<file path="src/rtl/filter_accum4_if.sv">
// filter_accum4_if
//   Groups the tap-set input handshake and the filtered-sample output
//   handshake of filter_accum4 into one bundle.
//   slave  : view of the filter itself
//   master : view of whoever drives taps and consumes samples
//
//   P0..P3     signed 16-bit tap products (reference sample x coefficient)
//   in_valid   P0..P3 hold a valid tap set
//   in_ready   filter accepts a tap set this cycle
//   out_sample filtered, rounded, clipped 8-bit sample
//   out_valid  out_sample is valid
//   out_ready  consumer accepts out_sample
//   out_last   out_sample is the last sample of its row
//   row_cnt    index of out_sample within its row
interface filter_accum4_if;
  logic signed [15:0] P0;
  logic signed [15:0] P1;
  logic signed [15:0] P2;
  logic signed [15:0] P3;
  logic               in_valid;
  logic               in_ready;
  logic [7:0]         out_sample;
  logic               out_valid;
  logic               out_ready;
  logic               out_last;
  logic [5:0]         row_cnt;

  modport slave (
    input  P0, P1, P2, P3, in_valid, out_ready,
    output in_ready, out_sample, out_valid, out_last, row_cnt
  );

  modport master (
    output P0, P1, P2, P3, in_valid, out_ready,
    input  in_ready, out_sample, out_valid, out_last, row_cnt
  );
endinterface

</file>
<file path="src/rtl/filter_accum4.sv">
// filter_accum4
//   Sums four signed tap products, rounds, divides by 64 and clips to an
//   unsigned 8-bit predicted sample. Three-stage pipeline with a valid bit
//   per stage; the whole pipeline freezes while the output is stalled, so
//   bubbles are kept in place rather than squeezed out.
//   Output samples are grouped into rows of ROW_LEN; row_cnt gives the
//   position of the presented sample and out_last flags the row end.
//
// Ports
//   clk  rising-edge clock
//   rst  synchronous active-high reset
//   bus  filter_accum4_if.slave (taps in, samples out, both handshaked)
module filter_accum4 #(
  parameter int ROW_LEN = 4
) (
  input  logic            clk,
  input  logic            rst,
  filter_accum4_if.slave  bus
);

  localparam logic [5:0] LAST_IDX = 6'(ROW_LEN - 1);

  logic               w_stall;
  logic               w_adv;
  logic               w_xfer;
  logic signed [18:0] w_shift;
  logic [7:0]         w_clip;

  logic               r_v1;
  logic               r_v2;
  logic               r_v3;
  logic signed [16:0] r_s01;
  logic signed [16:0] r_s23;
  logic signed [18:0] r_acc;
  logic [7:0]         r_sample;
  logic [5:0]         r_row_cnt;

  // A stall is only possible when stage 3 holds a sample the consumer refuses;
  // every stage advances together otherwise.
  assign w_stall = r_v3 & ~bus.out_ready;
  assign w_adv   = ~w_stall;
  assign w_xfer  = r_v3 & bus.out_ready;

  // Stage 1: pairwise sums, sign-extended to 17 bits so they cannot wrap.
  always_ff @(posedge clk) begin
    if (rst) begin
      r_v1  <= 1'b0;
      r_s01 <= '0;
      r_s23 <= '0;
    end else if (w_adv) begin
      r_v1 <= bus.in_valid;
      if (bus.in_valid) begin
        r_s01 <= {bus.P0[15], bus.P0} + {bus.P1[15], bus.P1};
        r_s23 <= {bus.P2[15], bus.P2} + {bus.P3[15], bus.P3};
      end
    end
  end

  // Stage 2: full sum plus rounding constant (half of 64) in 19 bits.
  always_ff @(posedge clk) begin
    if (rst) begin
      r_v2  <= 1'b0;
      r_acc <= '0;
    end else if (w_adv) begin
      r_v2 <= r_v1;
      if (r_v1) begin
        r_acc <= {{2{r_s01[16]}}, r_s01} + {{2{r_s23[16]}}, r_s23} + 19'sd32;
      end
    end
  end

  // Divide by 64 with floor semantics, then saturate into 0..255.
  assign w_shift = r_acc >>> 6;

  always_comb begin
    w_clip = w_shift[7:0];
    if (w_shift[18]) begin
      w_clip = 8'd0;
    end else if (|w_shift[17:8]) begin
      w_clip = 8'hFF;
    end
  end

  // Stage 3: output register.
  always_ff @(posedge clk) begin
    if (rst) begin
      r_v3     <= 1'b0;
      r_sample <= '0;
    end else if (w_adv) begin
      r_v3 <= r_v2;
      if (r_v2) begin
        r_sample <= w_clip;
      end
    end
  end

  // row_cnt names the sample currently presented, so it only moves once that
  // sample has actually been taken.
  always_ff @(posedge clk) begin
    if (rst) begin
      r_row_cnt <= '0;
    end else if (w_xfer) begin
      if (r_row_cnt == LAST_IDX) begin
        r_row_cnt <= '0;
      end else begin
        r_row_cnt <= r_row_cnt + 6'd1;
      end
    end
  end

  assign bus.in_ready   = w_adv;
  assign bus.out_valid  = r_v3;
  assign bus.out_sample = r_sample;
  assign bus.out_last   = r_v3 & (r_row_cnt == LAST_IDX);
  assign bus.row_cnt    = r_row_cnt;

endmodule

</file>
<file path="src/flat_wrapper.sv">
// flat-port wrapper written by rule: the top's interface ports become plain ports
module filter_accum4_flat 
#(
  parameter int ROW_LEN = 4
)
  (clk, rst, bus_P0, bus_P1, bus_P2, bus_P3, bus_in_valid, bus_out_ready, bus_in_ready, bus_out_sample, bus_out_valid, bus_out_last, bus_row_cnt);
  filter_accum4_if bus_i ();
  input  logic clk;
  input  logic rst;
  input wire logic [$bits(bus_i.P0)-1:0] bus_P0;
  input wire logic [$bits(bus_i.P1)-1:0] bus_P1;
  input wire logic [$bits(bus_i.P2)-1:0] bus_P2;
  input wire logic [$bits(bus_i.P3)-1:0] bus_P3;
  input wire logic [$bits(bus_i.in_valid)-1:0] bus_in_valid;
  input wire logic [$bits(bus_i.out_ready)-1:0] bus_out_ready;
  output wire logic [$bits(bus_i.in_ready)-1:0] bus_in_ready;
  output wire logic [$bits(bus_i.out_sample)-1:0] bus_out_sample;
  output wire logic [$bits(bus_i.out_valid)-1:0] bus_out_valid;
  output wire logic [$bits(bus_i.out_last)-1:0] bus_out_last;
  output wire logic [$bits(bus_i.row_cnt)-1:0] bus_row_cnt;
  assign bus_i.P0 = bus_P0;
  assign bus_i.P1 = bus_P1;
  assign bus_i.P2 = bus_P2;
  assign bus_i.P3 = bus_P3;
  assign bus_i.in_valid = bus_in_valid;
  assign bus_i.out_ready = bus_out_ready;
  assign bus_in_ready = bus_i.in_ready;
  assign bus_out_sample = bus_i.out_sample;
  assign bus_out_valid = bus_i.out_valid;
  assign bus_out_last = bus_i.out_last;
  assign bus_row_cnt = bus_i.row_cnt;
  filter_accum4 #(.ROW_LEN(ROW_LEN)) u_core (.clk(clk), .rst(rst), .bus(bus_i));
endmodule
</file>
<file path="config.mk">
export PLATFORM = sky130hd
export DESIGN_NAME = filter_accum4_flat
export DESIGN_NICKNAME = d
export VERILOG_FILES = /design/src/rtl/filter_accum4_if.sv /design/src/rtl/filter_accum4.sv /design/src/flat_wrapper.sv
export SDC_FILE = /design/constraint.sdc
export NUM_CORES = 1
export LEC_CHECK = 0
export CAP_MARGIN = 20
export CORE_MARGIN = 10
export CORE_UTILIZATION = 25
export DETAILED_ROUTE_END_ITERATION = 10
export DONT_BUFFER_PORTS = 1
export PLACE_DENSITY = 0.43
export SYNTH_ARGS = -nofsm -noshare
export SYNTH_HDL_FRONTEND = slang
export SYNTH_SLANG_ARGS = --single-unit
</file>
<file path="constraint.sdc">
create_clock -name clk -period 5 [get_ports clk]
set_input_delay 0.75 -clock clk [delete_from_list [all_inputs] [get_ports clk]]
set_output_delay 0.75 -clock clk [all_outputs]
set_load 0.01 [all_outputs]
</file>
Word level (Yosys, flattened, before mapping)
Index checks and enable logic that the tools add are counted.
- register bits: 70
- input bits: 68
- output and inout bits: 17
- word-level logic and storage cells: 26
- add/subtract/negate cells: 5
- equality and inequality tests: 1
- mux-type cells: 3
- bitwise gates (word level): 5
- reductions and logical operators: 4
- operator list (cell ; number):
    $add A16 B16 Y17 ; 2
    $add A19 B6 Y19 const B ; 1
    $add A17 B17 Y18 ; 1
    $mux W8 ; 2
    $add A6 B1 Y6 const B ; 1
    $eq A6 B2 Y1 const B ; 1
    $mux W6 ; 1
    $reduce_and A2 Y1 ; 3
    $reduce_or A5 Y1 ; 1
    $and A1 B1 Y1 ; 3
    $not A1 Y1 ; 2

Depth between registers and ports, before layout
- word-level depth: 4
- mapped depth: 11
- gate-level depth less buffers: 11

Least setup slack after synthesis
OpenSTA, ideal clock, no wires.
- path kind: in2reg
- start point: input bus_P1[0]
- end point: register u_core.r_s01[16]
- library setup time: 0.133 ns
- data arrival time: 2.687 ns
- data required time: 4.867 ns
- path slack: 2.180 ns
- stages on the path: 11
- path buffers: 0
- cells stage by stage: ha_1 > inv_1 > fa_1 > nor2b_1 > o21ai_1 > a21oi_1 > o21ai_1 > a2111oi_0 > o31ai_1 > nor3_1 > nor4_1
- word-level cells in the longest chain between the ends: 1
- ends and longest elaborated chain (item ; RTL line ; text):
    start: declaration ; flat_wrapper.sv:11 ; input wire logic [$bits(bus_i.P1)-1:0] bus_P1;
    $add A16 B16 Y17 ; filter_accum4.sv:53 ; r_s01 <= {bus.P0[15], bus.P0} + {bus.P1[15], bus.P1};
    end signal: assignment ; filter_accum4.sv:53 ;
    end: declaration ; filter_accum4.sv:32 ; logic signed [16:0] r_s01;
No other way between the ends.
A chain may end at the register's enable or synchronous reset.

Worst setup path after layout
- start point: register u_core.r_s23[1]
- end point: register u_core.r_acc[15]
- word-level cells in the longest chain between the ends: 2
- ends and longest elaborated chain (item ; RTL line ; text):
    start: declaration ; filter_accum4.sv:33 ; logic signed [16:0] r_s23;
    start signal: assignment ; filter_accum4.sv:54 ; r_s23 <= {bus.P2[15], bus.P2} + {bus.P3[15], bus.P3};
    $add A17 B17 Y18 ; filter_accum4.sv:67 ; r_acc <= {{2{r_s01[16]}}, r_s01} + {{2{r_s23[16]}}, r_s23} + 19'sd32;
    $add A19 B6 Y19 ; filter_accum4.sv:67 ;
    end signal: assignment ; filter_accum4.sv:67 ;
    end: declaration ; filter_accum4.sv:34 ; logic signed [18:0] r_acc;
No other way between the ends.

==> metrics.txt <==
Tmin final 2.97 ns; Starting Density 0.252; Distinct cells, synth between 70 and 80; Post-synth top cells nand2_1, dfxtp_1, a21oi_1; fin area 5400 sq um; clock latency on the worst-skew pair 0.34 ns; cell accounting for the most synthesized area dfxtp_1; Final Hold Violating Endpoints 0; TritonCTS buffer count 9; violation count after the first detailed-route iteration 193; WL/cell between 10 and 15 microns; Routability Congestion 0.877; Worst Hold Depth 2; Pwr Density about 300 nW/um^2; pin count of the biggest net entering global routing 77; hold buffer count at CTS 0; most common cell in the netlist nand2_1; met2 track demand over resource 0.154; I/O pin cnt 85; r2r worst-path depth 11; synth warn 0; Yosys reg bits 64; ranking of synthesized cells by area dfxtp_1, ha_1, a21oi_1; Die Ht 160 microns; Port Buffers 0; # rows between 50 and 60; DRT Pass-1 Iters 4; number of global-route vias before repair approximately 4200; Syn Nets 736; Least-Margin Pin Slew 0.665 ns; reg2reg end u_core.r_acc[15]; area grow syn2layout 10.7%; crit-path cells ha_1 > a31oi_1 > a22oi_2 > a21oi_1 > xnor2_1 > ha_1 > o2111ai_4 > a211oi_2 > a31oi_1 > o31a_1 > a211o_1; routing usage on met3 0.0450; share of cells above drive strength 1 0.0671; Die Width 160 microns; Critical Path End Type register; reg-to-reg critical path startpoint u_core.r_s23[1]; crit-path leading delay family compound AO/OA/AOI/OAI gates; Main synth FF type dfxtp_1; CP max-delay cell dfxtp_1; CP max stage delay a little over 0.3 ns; CP Class register to register; Worst Skew roughly 0.0093 ns; initial antenna violation count 0; number of synthesized flops with an enable pin 0; Worst Hold Launch u_core.r_acc[12]; share of the yosys chip area belonging to registers 0.263; WP data required 5.23 ns; M1 GR Usage 0.117; Die Footprint 25500 sq um; Root Driver clkbuf_16; Peak VDD IR 0.121 mV; gr usage total 0.0985; Placed Area 5120 sq um; setup_tns 0 ns; Post-CTS Setup Bufs 0; DRC viols 0; Finished Layout Cells just under 900; static leakage 0.00214 uW; via/cell ratio 4.77; Post-DRT Antenna Nets 0; TritonCTS clock tree built; H-tree Lvls 3; remaining global-route overflow 0; Synth Instances about 600; final setup violation count 0; Final Max Slew Viols 0; hpwl dp 9.76 mm; first-pass GRT wire length 20.9 mm; Ant. Diodes 0; fmax 0.337 GHz; crit path buf inv count 0; gr busiest metal met2; clock sink count 64; area of the mapped netlist around 4900 sq um; CTS resizes 0; number of cells after detailed placement 860; core area 19300 sq um; Avg Synthesized Cell Area 7.92 sq um; clock-pin slew on the worst setup and hold paths 0.06 ns; Hold Path Class register to register; max cap viols 0; DR vias 4178; Async S/R FF share, synth 0; RSZ-0062 raised after global routing no; clock buffer depth 2; total wire length 12.4 mm; Synth top area share 0.263; Worst Setup Start Kind register; crit share post-route 0.594; hold endpoint u_core.r_acc[12]; Slew headroom 0.545; status complete, no violations; net total in the final layout 726; CP max FO 7; setup slack, reg-to-reg 2.03 ns; critical path arrival about 3.2 ns
## cells by family (layout without fill, tap and decap cells)
family	Yosys count	in the layout	synth area share
muxes	6	6	0.0136
DFF	64	64	0.263
xor gates and xnor gates	33	33	0.0631
adders and majority gates	52	52	0.136
buffers and inverters	46	41	0.0395
AOI/OAI and AO/OA	161	161	0.225
and+or+nand+nor	254	254	0.259
## metrics by stage
step	hold WS (ns)	total power, uW	worst slack, ns	utilization
2_1_floorplan	0.432	964	2.18	-
3_3_place_gp	0.438	1040	1.76	0.265
3_5_place_dp	0.441	1050	1.73	0.265
4_1_cts	0.450	1660	2.00	0.279
5_1_grt	0.465	1760	1.86	0.279
6_report	0.448	1630	2.03	0.279
## routing by layer
metal | up-vias | share of wire | routed length (microns)
met5 | - | 0 | 0
li1 | 2216 | - | -
met1 | 1861 | 0.47 | 5830
met3 | 13 | 0.080 | 993
met4 | 0 | 0.015 | 190
met2 | 88 | 0.43 | 5350
## how the worst max path moves through the flow
stage,cells past startpoint,start,slack [ns],endpoint
2_1_floorplan,11,bus_P1[0],2.18,u_core.r_s01[16]
3_3_place_gp,11,bus_P1[0],1.76,u_core.r_s01[16]
3_5_place_dp,11,bus_P1[0],1.73,u_core.r_s01[16]
4_1_cts,11,u_core.r_s23[1],2.00,u_core.r_acc[15]
5_1_grt,11,u_core.r_s23[1],1.86,u_core.r_acc[15]
6_report,11,u_core.r_s23[1],2.03,u_core.r_acc[15]
## cell type report
class,instances,area [sq um]
flip-flops and latches,64,1280
inverters,23,86.3
well taps,265,332
clock inverters,6,43.8
clock buffers,10,239
fillers,2122,13900
repair buffers,2,15.0
multi-input cells,506,3410
## flip-flops by register name, indices dropped and copies added, names as in the netlist
| signal | count |
|---|---|
| u_core.r_s01 | 17 |
| u_core.r_s23 | 17 |
| u_core.r_acc | 13 |
| u_core.bus.out_sample | 8 |
| u_core.bus.row_cnt | 6 |
| u_core.bus.out_valid | 1 |
| u_core.r_v1 | 1 |
| u_core.r_v2 | 1 |
## placed cells by master (no fill, tap or decap), types with 4 or more instances in the layout
cell / synthesis / final
nand2_1: 67 / 67
dfxtp_1: 64 / 64
a21oi_1: 61 / 61
nor2_1: 60 / 60
ha_1: 50 / 50
nor3_1: 35 / 35
inv_1: 22 / 22
nand3_1: 20 / 20
xnor2_1: 17 / 17
xor2_1: 15 / 15
nand3b_1: 15 / 15
o21ai_0: 14 / 14
a21o_1: 11 / 11
a211oi_1: 10 / 10
clkbuf_16: 0 / 9
nor2b_1: 8 / 8
o21a_1: 8 / 8
and2_1: 7 / 7
o21ai_1: 7 / 7
nand2b_1: 7 / 7
o211ai_1: 6 / 6
a31oi_1: 5 / 5
mux2i_1: 4 / 4
a211o_1: 4 / 4
o21bai_1: 4 / 4
clkinvlp_4: 0 / 4
## where the power goes
part           internal, uW  switching, uW  leakage (uW)
Clock                   349            246      0.000127
Combinational           188            268       0.00149
Sequential              553           29.5      0.000525
Total                  1090            544       0.00214
## tightest hold or removal path, cell delays in order (launching register included)
cell     delay, ns
dfxtp_1       0.31
nand2_1       0.05
a21oi_1       0.05
(Power assumes the default switching activity.)
==> RTL change, RTL diff (same flow settings) <==
One comparison of `r_row_cnt` changes from == to >=.
--- a/src/rtl/filter_accum4.sv
+++ b/src/rtl/filter_accum4.sv
@@ -111,7 +111,7 @@
   assign bus.in_ready   = w_adv;
   assign bus.out_valid  = r_v3;
   assign bus.out_sample = r_sample;
-  assign bus.out_last   = r_v3 & (r_row_cnt == LAST_IDX);
+  assign bus.out_last   = r_v3 & (r_row_cnt >= LAST_IDX);
   assign bus.row_cnt    = r_row_cnt;
 
 endmodule
Function: same outputs for any inputs over 10 cycles, from zero or initial values and one cycle with rst high; that may be too few to reach the edited logic, so the function may still have changed.
==> RTL change against the original RTL <==
  * Wire length is 2.6% lower
  * Clock skew fell by 0.0026 ns
  * Combinational power fell by 12%
  * Synthesized area is 4.7% lower
  * Sequential cell count unchanged
  * Global-route usage grew 0.15 points
  * Power decreased by 4.0%
  * Design area down 5.1%
  * Final cell count down 7.6%
  * Worst hold slack better by 0.0020 ns
  * Worst setup slack lost 0.031 ns
  * Critical path type unchanged
  * Largest power group unchanged
==> RTL change: results (changes against the original RTL) <==
| Metric | Value |
|---|---|
| Worst path max stage delay | 0.52 ns (+0.21 ns) |
| Arrival time worst endpoint | 3.27 ns (+0.07 ns) |
| Slew margin rel. | 29.5% (-25 points) |
| Global-route wire length before repair | 20.0 mm (-4.1%) |
| Final nets | 696 (-4.1%) |
| Crit-path max FO | 4 (-3) |
| Via density | 4.95 (+3.8%) |
| DR WL/cell | 14.9 um (+5.5%) |
| Hold Startpoint | u_core.r_s01[11]$_SDFFE_PP0P_ |
| Buffers inserted by post-CTS timing repair | 0 (unchanged) |
| Setup Skew | 0.00664 ns (-0.00265 ns) |
| Dpl cells | 794 (-7.7%) |
| Global Route Usage Sum | 10.0% (+0.15 points) |
| Register-to-Register Path Depth | 12 (+1) |
| Largest net degree at the start of global routing | 64 (-17%) |
| Detailed Route Iter0 Violations | 182 (-5.7%) |
| Sequential cell area share | 25.0% (+1.3 points) |
| WHS | 0.450 ns (+0.00202 ns) |
| Max Freq | 0.333 GHz (-1.0%) |
| Clock power share | 37.2% (+0.8 points) |
| Worst reg2reg setup slack | 2.00 ns (-0.03 ns) |
| Fillcell total | 1932 (-9.0%) |
| Count of plain and timing-repair buffers | 1 (-1) |
| Crit path max-delay family | simple AND/OR/NAND/NOR gates |
| Place WS | 1.84 ns (+0.109 ns) |
| Post-synth ARST share | 0% (unchanged) |
| Worst VDD drop | 0.157 mV (+30%) |
| Area post-placement | 4850 um^2 (-5.2%) |
| Vias in the first global route | 4096 (-3.5%) |
| Post-DP HPWL | 9.38 mm (-3.9%) |
| Sw Share | 31.1% (-2.2 points) |
| Outcome | complete, no violations |
| Post-synth top cells | 64 x dfxtp_1, 60 x nor2_1, 58 x nand2_1 |
| Placer Congestion | 0.802 (-8.6%) |
| Hold EP | u_core.r_s01[11]$_SDFFE_PP0P_ |
| Vias | 4006 (-4.1%) |
| Layout clock buffer count | 12 (+2) |
| Clock-cell share | 5.34% (+0.11 points) |
| FF-to-FF Start | u_core.r_s23[2]$_SDFFE_PP0P_ |
| Tap cell count | 229 (-14%) |
| Register area share after synthesis | 27.5% (+1.3 points) |
| IO Port Bufs | 0 (unchanged) |
| NonClk Buf Share | 0.146% (-0.13 points) |
| Syn Nets | 705 (-4.2%) |
| Avg Cell Area, Syn | 7.95 um^2 (+0.36%) |
| CTS HTree Levels | 3 (unchanged) |
| CTS root buf | clkbuf_16 |
| Share of post-route cells with drive strength above 1 | 6.72% (+0.014 points) |
| Multi-input combinational area share | 62.3% (-0.71 points) |
| P_clk | 583 uW (-2%) |
RTL change: changes by cell type after synthesis, moves of 5 or more:
cell,before,now
nand2b_1,7,0
o31a_1,2,7
and3_1,3,11
o21ai_1,7,2
a21oi_1,61,54
nand3b_1,15,8
nor3_1,35,29
nand2_1,67,58
xnor2_1,17,12
o21a_1,8,14
RTL change: metal layers:
layer  GRT usage [%]  wire length, um  vias to the layer above  part of all wire (%)
li1                -                -                     2104                     -
met1            12.3             5720                     1805                    47
met2            15.3             5120                       82                    42
met3            4.25             1000                       15                   8.3
met4            3.60              204                        0                   1.7
met5               0                0                        -                     0
RTL change: worst min-delay path, cell delays in order, from the launching register on:
cell     delay (ns)
dfxtp_1        0.31
nand2_1        0.05
a21oi_1        0.05
RTL change: kinds of logic after synthesis:
family	synth area share (%)
flops	27.5
compound gates	23.3
buf+inv	3.71
xor+xnor	5.81
mux	0.430
fa+ha+maj	14.3
simple gates	24.9
